$ cat src/rtl/cnn_layer_accel_awe_rowbuffer_reader.sv
// rtl/cnn_layer_accel_awe_rowbuffer_reader.sv - read-side sequencer for the AWE row-buffer ring
// Waits for K resident rows, streams K-pixel columns through a 2-entry FIFO, releases rows as they retire.

module cnn_layer_accel_awe_rowbuffer_reader #(
  parameter int C_PIXEL_WIDTH = 16,
  parameter int C_BRAM_DEPTH  = 1024,
  parameter int C_KERNEL      = 3,
  parameter int C_NUM_BUF     = 4,
  localparam int AW = $clog2(C_BRAM_DEPTH),
  localparam int PW = C_PIXEL_WIDTH,
  localparam int BW = $clog2(C_NUM_BUF)
) (
  input  logic                      clk,
  input  logic                      rst,
  input  logic                      start,
  input  logic [AW-1:0]             numRows,
  input  logic [AW-1:0]             numCols,
  input  logic [AW:0]               wr_rows_done,
  output logic                      rd_en,
  output logic [AW-1:0]             rd_addr,
  input  logic [C_NUM_BUF*PW-1:0]   rd_data,
  output logic [C_KERNEL*PW-1:0]    pixel_dataout,
  output logic                      pixel_dataout_valid,
  input  logic                      pixel_dataout_ready,
  output logic [AW-1:0]             out_row,
  output logic [AW-1:0]             out_col,
  output logic                      row_release,
  output logic                      busy,
  output logic                      done
);

  typedef enum logic [2:0] {S_IDLE, S_WAIT_ROWS, S_READ, S_ROW_END, S_DONE} state_t;

  state_t                 state, state_n;
  logic [AW-1:0]          rows_q, cols_q, rd_row, rd_col;
  logic [BW-1:0]          rd_buf;
  logic                   inflight;
  logic [BW-1:0]          lane_idx   [C_KERNEL];
  logic [BW-1:0]          lane_idx_q [C_KERNEL];
  logic [AW-1:0]          tag_row_q, tag_col_q;
  logic [C_KERNEL*PW-1:0] fifo_data [2];
  logic [AW-1:0]          fifo_row  [2];
  logic [AW-1:0]          fifo_col  [2];
  logic                   wp, rp;
  logic [1:0]             cnt;
  logic                   done_q;
  logic                   pop, rd_go, release_go, start_go, last_col;
  logic [2:0]             occ_after;
  logic [C_KERNEL*PW-1:0] ret_word;

  // A pop in the same cycle frees a slot, which keeps the pipe at one beat per cycle.
  assign pop       = (cnt != 2'd0) && pixel_dataout_ready;
  assign occ_after = {1'b0, cnt} + {2'b00, inflight} - {2'b00, pop};
  assign last_col  = (rd_col == cols_q - AW'(1));

  always_comb begin
    for (int i = 0; i < C_KERNEL; i++) begin
      if (int'(rd_buf) + i >= C_NUM_BUF) lane_idx[i] = BW'(int'(rd_buf) + i - C_NUM_BUF);
      else                               lane_idx[i] = BW'(int'(rd_buf) + i);
    end
  end

  always_comb begin
    ret_word = '0;
    for (int i = 0; i < C_KERNEL; i++)
      ret_word[i*PW +: PW] = rd_data[int'(lane_idx_q[i])*PW +: PW];
  end

  always_ff @(posedge clk or negedge rst) begin
    if (!rst) state <= S_IDLE;
    else      state <= state_n;
  end

  always_comb begin
    state_n    = state;
    rd_go      = 1'b0;
    release_go = 1'b0;
    start_go   = 1'b0;
    case (state)
      S_IDLE: begin
        if (start) begin
          start_go = 1'b1;
          if (numRows < AW'(C_KERNEL) || numCols == '0) state_n = S_DONE;
          else                                          state_n = S_WAIT_ROWS;
        end
      end
      S_WAIT_ROWS: begin
        if (wr_rows_done >= {1'b0, rd_row} + (AW+1)'(C_KERNEL)) state_n = S_READ;
      end
      S_READ: begin
        if (occ_after < 3'd2) begin
          rd_go = 1'b1;
          if (last_col) state_n = S_ROW_END;
        end
      end
      S_ROW_END: begin
        if (cnt == 2'd0 && !inflight) begin
          release_go = 1'b1;
          state_n    = (rd_row == rows_q - AW'(C_KERNEL)) ? S_DONE : S_WAIT_ROWS;
        end
      end
      S_DONE:  state_n = S_IDLE;
      default: state_n = S_IDLE;
    endcase
  end

  always_ff @(posedge clk or negedge rst) begin
    if (!rst) begin
      rows_q    <= '0;
      cols_q    <= '0;
      rd_row    <= '0;
      rd_col    <= '0;
      rd_buf    <= '0;
      inflight  <= 1'b0;
      tag_row_q <= '0;
      tag_col_q <= '0;
      done_q    <= 1'b0;
      for (int i = 0; i < C_KERNEL; i++) lane_idx_q[i] <= '0;
    end else begin
      inflight <= rd_go;
      done_q   <= (state == S_DONE);
      if (start_go) begin
        rows_q <= numRows;
        cols_q <= numCols;
        rd_row <= '0;
        rd_col <= '0;
        rd_buf <= '0;
      end
      if (rd_go) begin
        rd_col    <= last_col ? '0 : rd_col + AW'(1);
        tag_row_q <= rd_row;
        tag_col_q <= rd_col;
        for (int i = 0; i < C_KERNEL; i++) lane_idx_q[i] <= lane_idx[i];
      end
      if (release_go) begin
        rd_row <= rd_row + AW'(1);
        rd_buf <= (rd_buf == BW'(C_NUM_BUF - 1)) ? '0 : rd_buf + BW'(1);
      end
    end
  end

  // Output FIFO: the returning word is captured the cycle after its read strobe.
  always_ff @(posedge clk or negedge rst) begin
    if (!rst) begin
      wp  <= 1'b0;
      rp  <= 1'b0;
      cnt <= 2'd0;
      for (int i = 0; i < 2; i++) begin
        fifo_data[i] <= '0;
        fifo_row[i]  <= '0;
        fifo_col[i]  <= '0;
      end
    end else begin
      if (inflight) begin
        fifo_data[wp] <= ret_word;
        fifo_row[wp]  <= tag_row_q;
        fifo_col[wp]  <= tag_col_q;
        wp            <= ~wp;
      end
      if (pop) rp <= ~rp;
      cnt <= cnt + {1'b0, inflight} - {1'b0, pop};
    end
  end

  assign rd_en               = rd_go;
  assign rd_addr             = rd_col;
  assign pixel_dataout       = fifo_data[rp];
  assign pixel_dataout_valid = (cnt != 2'd0);
  assign out_row             = pixel_dataout_valid ? fifo_row[rp] : rd_row;
  assign out_col             = pixel_dataout_valid ? fifo_col[rp] : rd_col;
  assign row_release         = release_go;
  assign busy                = (state != S_IDLE);
  assign done                = done_q;

endmodule

$ cat config.mk
export PLATFORM = sky130hd
export DESIGN_NAME = cnn_layer_accel_awe_rowbuffer_reader
export DESIGN_NICKNAME = d
export VERILOG_FILES = /design/src/rtl/cnn_layer_accel_awe_rowbuffer_reader.sv
export SDC_FILE = /design/constraint.sdc
export NUM_CORES = 1
export LEC_CHECK = 0
export ABC_AREA = 1
export BUFFER_PORTS_ARGS = -buffer_cell sky130_fd_sc_hd__clkbuf_2
export CAP_MARGIN = 15
export CORE_ASPECT_RATIO = 1.5
export CORE_MARGIN = 2
export CORE_UTILIZATION = 57
export CTS_BUF_LIST = sky130_fd_sc_hd__clkbuf_16
export CTS_CLUSTER_DIAMETER = 50
export CTS_CLUSTER_SIZE = 16
export DETAILED_ROUTE_END_ITERATION = 12
export PLACE_DENSITY_LB_ADDON = 0.15
export SLEW_MARGIN = 20
export SYNTH_ARGS = -nofsm -noshare
export SYNTH_HDL_FRONTEND = slang
export SYNTH_SLANG_ARGS = --single-unit
$ cat constraint.sdc
create_clock -name clk -period 4.1 [get_ports clk]
set_input_delay 1.025 -clock clk [delete_from_list [all_inputs] [get_ports clk]]
set_output_delay 1.025 -clock clk [all_outputs]
set_load 0.01 [all_outputs]
==> flow_metrics.py <==
metrics = {
    "outcome": {
        "outcome": "finished clean",
    },
    "synth": {
        "synth-main-ff-cell": "dfrtp_1",
        "ys_warn_count": 0,
        "synth_xor_area_frac": 0.0162,
        "async_flop_share": 1.00,
        "synth_compound_area_frac": 0.157,
        "avgSynthCellArea_um2": 7.90,
        "ys_ff_latch": 212,
        "synthSimpleGateAreaFrac": 0.205,
        "synth_top_family_by_area": "simple AND/OR/NAND/NOR gates",
        "synth_fa_ha_area_frac": 0.0226,
        "synth_cell_types": 34,
        "syn_inst": 1442,
        "synth_edf_count": 0,
        "netlist_area_um2": 11400,
        "synth.area.mux_share": 0.0624,
        "seq_area_frac_synth": 0.466,
        "syn_nets": 1561,
    },
    "route": {
        "drtIter0Drc": 707,
        "drt-pass1-iter-count": 5,
        "drc": 0,
        "dr_total_vias": 10139,
        "routedWlPerCell_um": 16.1,
        "postRouteAntennaNets": 0,
        "vias_per_cell": 5.49,
        "wl_um": 29700,
    },
    "worst_setup_path": {
        "crit_path_start": "pixel_dataout_ready",
        "reg2reg_slack_ns": 0.98,
        "r2r_end": "state[1]",
        "critical_path_arrival_ns": 2.88,
        "critPathKind": "input port to output pin",
        "worstSetupEndpointType": "output pin",
        "worstReg2RegStart": "rd_row[0]",
        "startpoint_type": "input port",
        "path_max_fanout": 3,
        "crit_path_end": "rd_en",
        "r2r_cells": 18,
        "cp.required_ns": 3.07,
    },
    "sta": {
        "rsz0062_at_grt": "false",
        "fmax_ghz": 0.256,
        "drv_slew": 0,
        "finClkSkew_ns": 0.0114,
        "hold_viol_final": 0,
        "finalCritPeriodShare": 0.953,
        "worst_slew_pin_slew_ns": 1.05,
        "setup_viol": 0,
        "setup-tns-final_ns": 0,
        "finalCriticalPeriod_ns": 3.91,
        "slew_headroom": 0.300,
    },
    "clock_tree": {
        "htreeDepth": 1,
        "cts_tree": "done",
        "cts_sinks": 212,
        "cts.clk_slew.worst_paths_ns": 0.07,
        "cts-root-buf": "clkbuf_16",
        "numCtsBuffers": 18,
        "clk_path_buf_depth": 3,
        "clk_latency_ns": 0.49,
        "post_cts_buffers": 0,
    },
    "floorplan": {
        "initial_utilization": 0.578,
        "core-area_um2": 19700,
        "io_pins": 182,
        "die_w_um": 119,
        "die_h_um": 177,
        "rows": 63,
        "die_area_um2": 21100,
    },
    "global_route": {
        "grt_pass1_vias": 9681,
        "antenna_found_initial": 0,
        "overflow": 0,
        "grt_pass1_wl_um": 47600,
        "grtUsageTotal": 0.278,
        "grt_start_max_net_pins": 117,
    },
    "power_and_ir_drop": {
        "clkPwrFrac": 0.163,
        "power_frac_comb": 0.485,
        "p_sw_uw": 4310,
        "power.density_nw_per_um2": 760,
        "swShare": 0.436,
        "power_leakage_uw": 0.00650,
        "power.total_uw": 9890,
        "power_frac_seq": 0.353,
        "intPower_uw": 5580,
        "peakVddDrop_mv": 0.496,
    },
    "layout": {
        "syn_to_final_growth_pct": 14.3,
        "post-route-util": 0.660,
        "final_area_um2": 13000,
        "nNetsFinal": 1700,
        "drive_above_1_share": 0.181,
        "diodes": 0,
    },
    "placed_design": {
        "portBuffers": 181,
        "gp_congestion": 0.892,
        "dpl.hpwl_um": 20900,
        "dpl_cell_area_um2": 12500,
    },
    "flow_run": {
        "drv_cap": 0,
    },
    "worst_hold_path": {
        "hold_path_class": "flop to flop",
    },
}
layout by cell type, fill, tap and decap left out, drive strengths merged, types with 19 or more instances in the layout:
master,n
o211ai,20
mux2,48
nand2,459
dfrtp,212
inv,138
clkbuf,200
ha,19
nand3,33
o21ai,251
nor2,63
a21oi,29
flip-flops by register name (all words and copies together) (netlist names):
| name | count |
|---|---|
| rd_row | 10 |
| rd_buf | 2 |
| inflight | 1 |
| cols_q | 10 |
| fifo_data | 96 |
| rows_q | 10 |
| state | 3 |
| rp | 1 |
| wp | 1 |
| tag_col_q | 10 |
| cnt | 2 |
| tag_row_q | 10 |
| fifo_row | 20 |
| done | 1 |
| lane_idx_q | 5 |
| rd_addr | 10 |
| fifo_col | 20 |
how the worst min path moves through the flow:
stage	slack (ns)	to	startpoint	depth (start not counted)
2_1_floorplan	0.45	fifo_data[0]	fifo_data[0]	2
3_3_place_gp	0.46	fifo_data[37]	fifo_data[37]	2
3_5_place_dp	0.47	fifo_data[13]	fifo_data[13]	2
4_1_cts	0.49	fifo_data[13]	fifo_data[13]	2
5_1_grt	0.50	fifo_data[56]	fifo_data[56]	2
6_report	0.48	fifo_col[7]	fifo_col[7]	2
layout make-up:
| type | count | area (um2) |
|---|---|---|
| fillers | 1774 | 6690 |
| flip-flops and latches | 212 | 5310 |
| multi-input cells | 1020 | 5300 |
| repair buffers | 193 | 1040 |
| inverters | 136 | 510 |
| clock buffers | 19 | 475 |
| well taps | 260 | 325 |
| clock inverters | 7 | 48.8 |
cells in the mapped netlist (all sizes together), types with 12 or more instances:
cell	count	area, um2
dfrtp	212	5310
nor2	63	239
inv	136	510
nand2	459	1720
buf	14	66.3
xor2	17	149
ha	19	238
o211ai	20	150
nor3	12	71.3
clkbuf	60	225
mux2i	17	170
a32o	15	150
nand3	33	170
a21oi	29	145
mux2	48	541
o21ai	251	1260
repair_timing:
action | in CTS | in global routing
gates resized for setup | 0 | 1
hold buffers | 0 | 0
endpoints found under the setup margin | 0 | 1
per-layer routing:
layer | vias up | GRT usage | wire length, um
met2 | 293 | 0.507 | 15300
met3 | 55 | 0.0284 | 1560
met5 | - | 0 | 0
li1 | 4998 | - | -
met1 | 4793 | 0.336 | 11700
met4 | 0 | 0.115 | 1170
cell families (layout without fill, tap and decap cells):
logic type,count (synthesis),count (layout)
buffers and inverters,210,355
XOR/XNOR,21,21
adder cells (fa/ha/maj),20,20
AND/OR/NAND/NOR,586,586
AO/OA/AOI/OAI,328,328
multiplexers,65,65
flip-flops,212,212
power by group through the flow:
stage / clock [uW] / sequential, uW / combinational (uW)
after floorplan: 0 / 3290 / 3370
after global placement: 0 / 3470 / 4680
after detailed placement: 0 / 3510 / 4780
after CTS: 1640 / 3480 / 4810
after global routing: 1710 / 3600 / 5390
final: 1610 / 3490 / 4790
metrics by stage:
step                hold WS [ns]  cells  worst slack, ns
finish                     0.482   1847            0.194
global route               0.502   1847          0.00533
CTS                        0.486   1847            0.133
detailed placement         0.469   1821            0.137
global placement           0.460   1821            0.197
floorplan                  0.448   1442            0.460
worst max-delay path, cell delays in order:
cell,delay (ns)
clkbuf_2,0.08
inv_1,0.03
nor2_1,0.17
ha_1,0.26
inv_1,0.06
ha_1,0.13
inv_1,0.05
fa_1,0.49
o21ai_0,0.11
a21oi_2,0.16
nand2_1,0.10
inv_2,0.09
clkbuf_2,0.13
No activity file was read; power rests on OpenSTA's default activity.
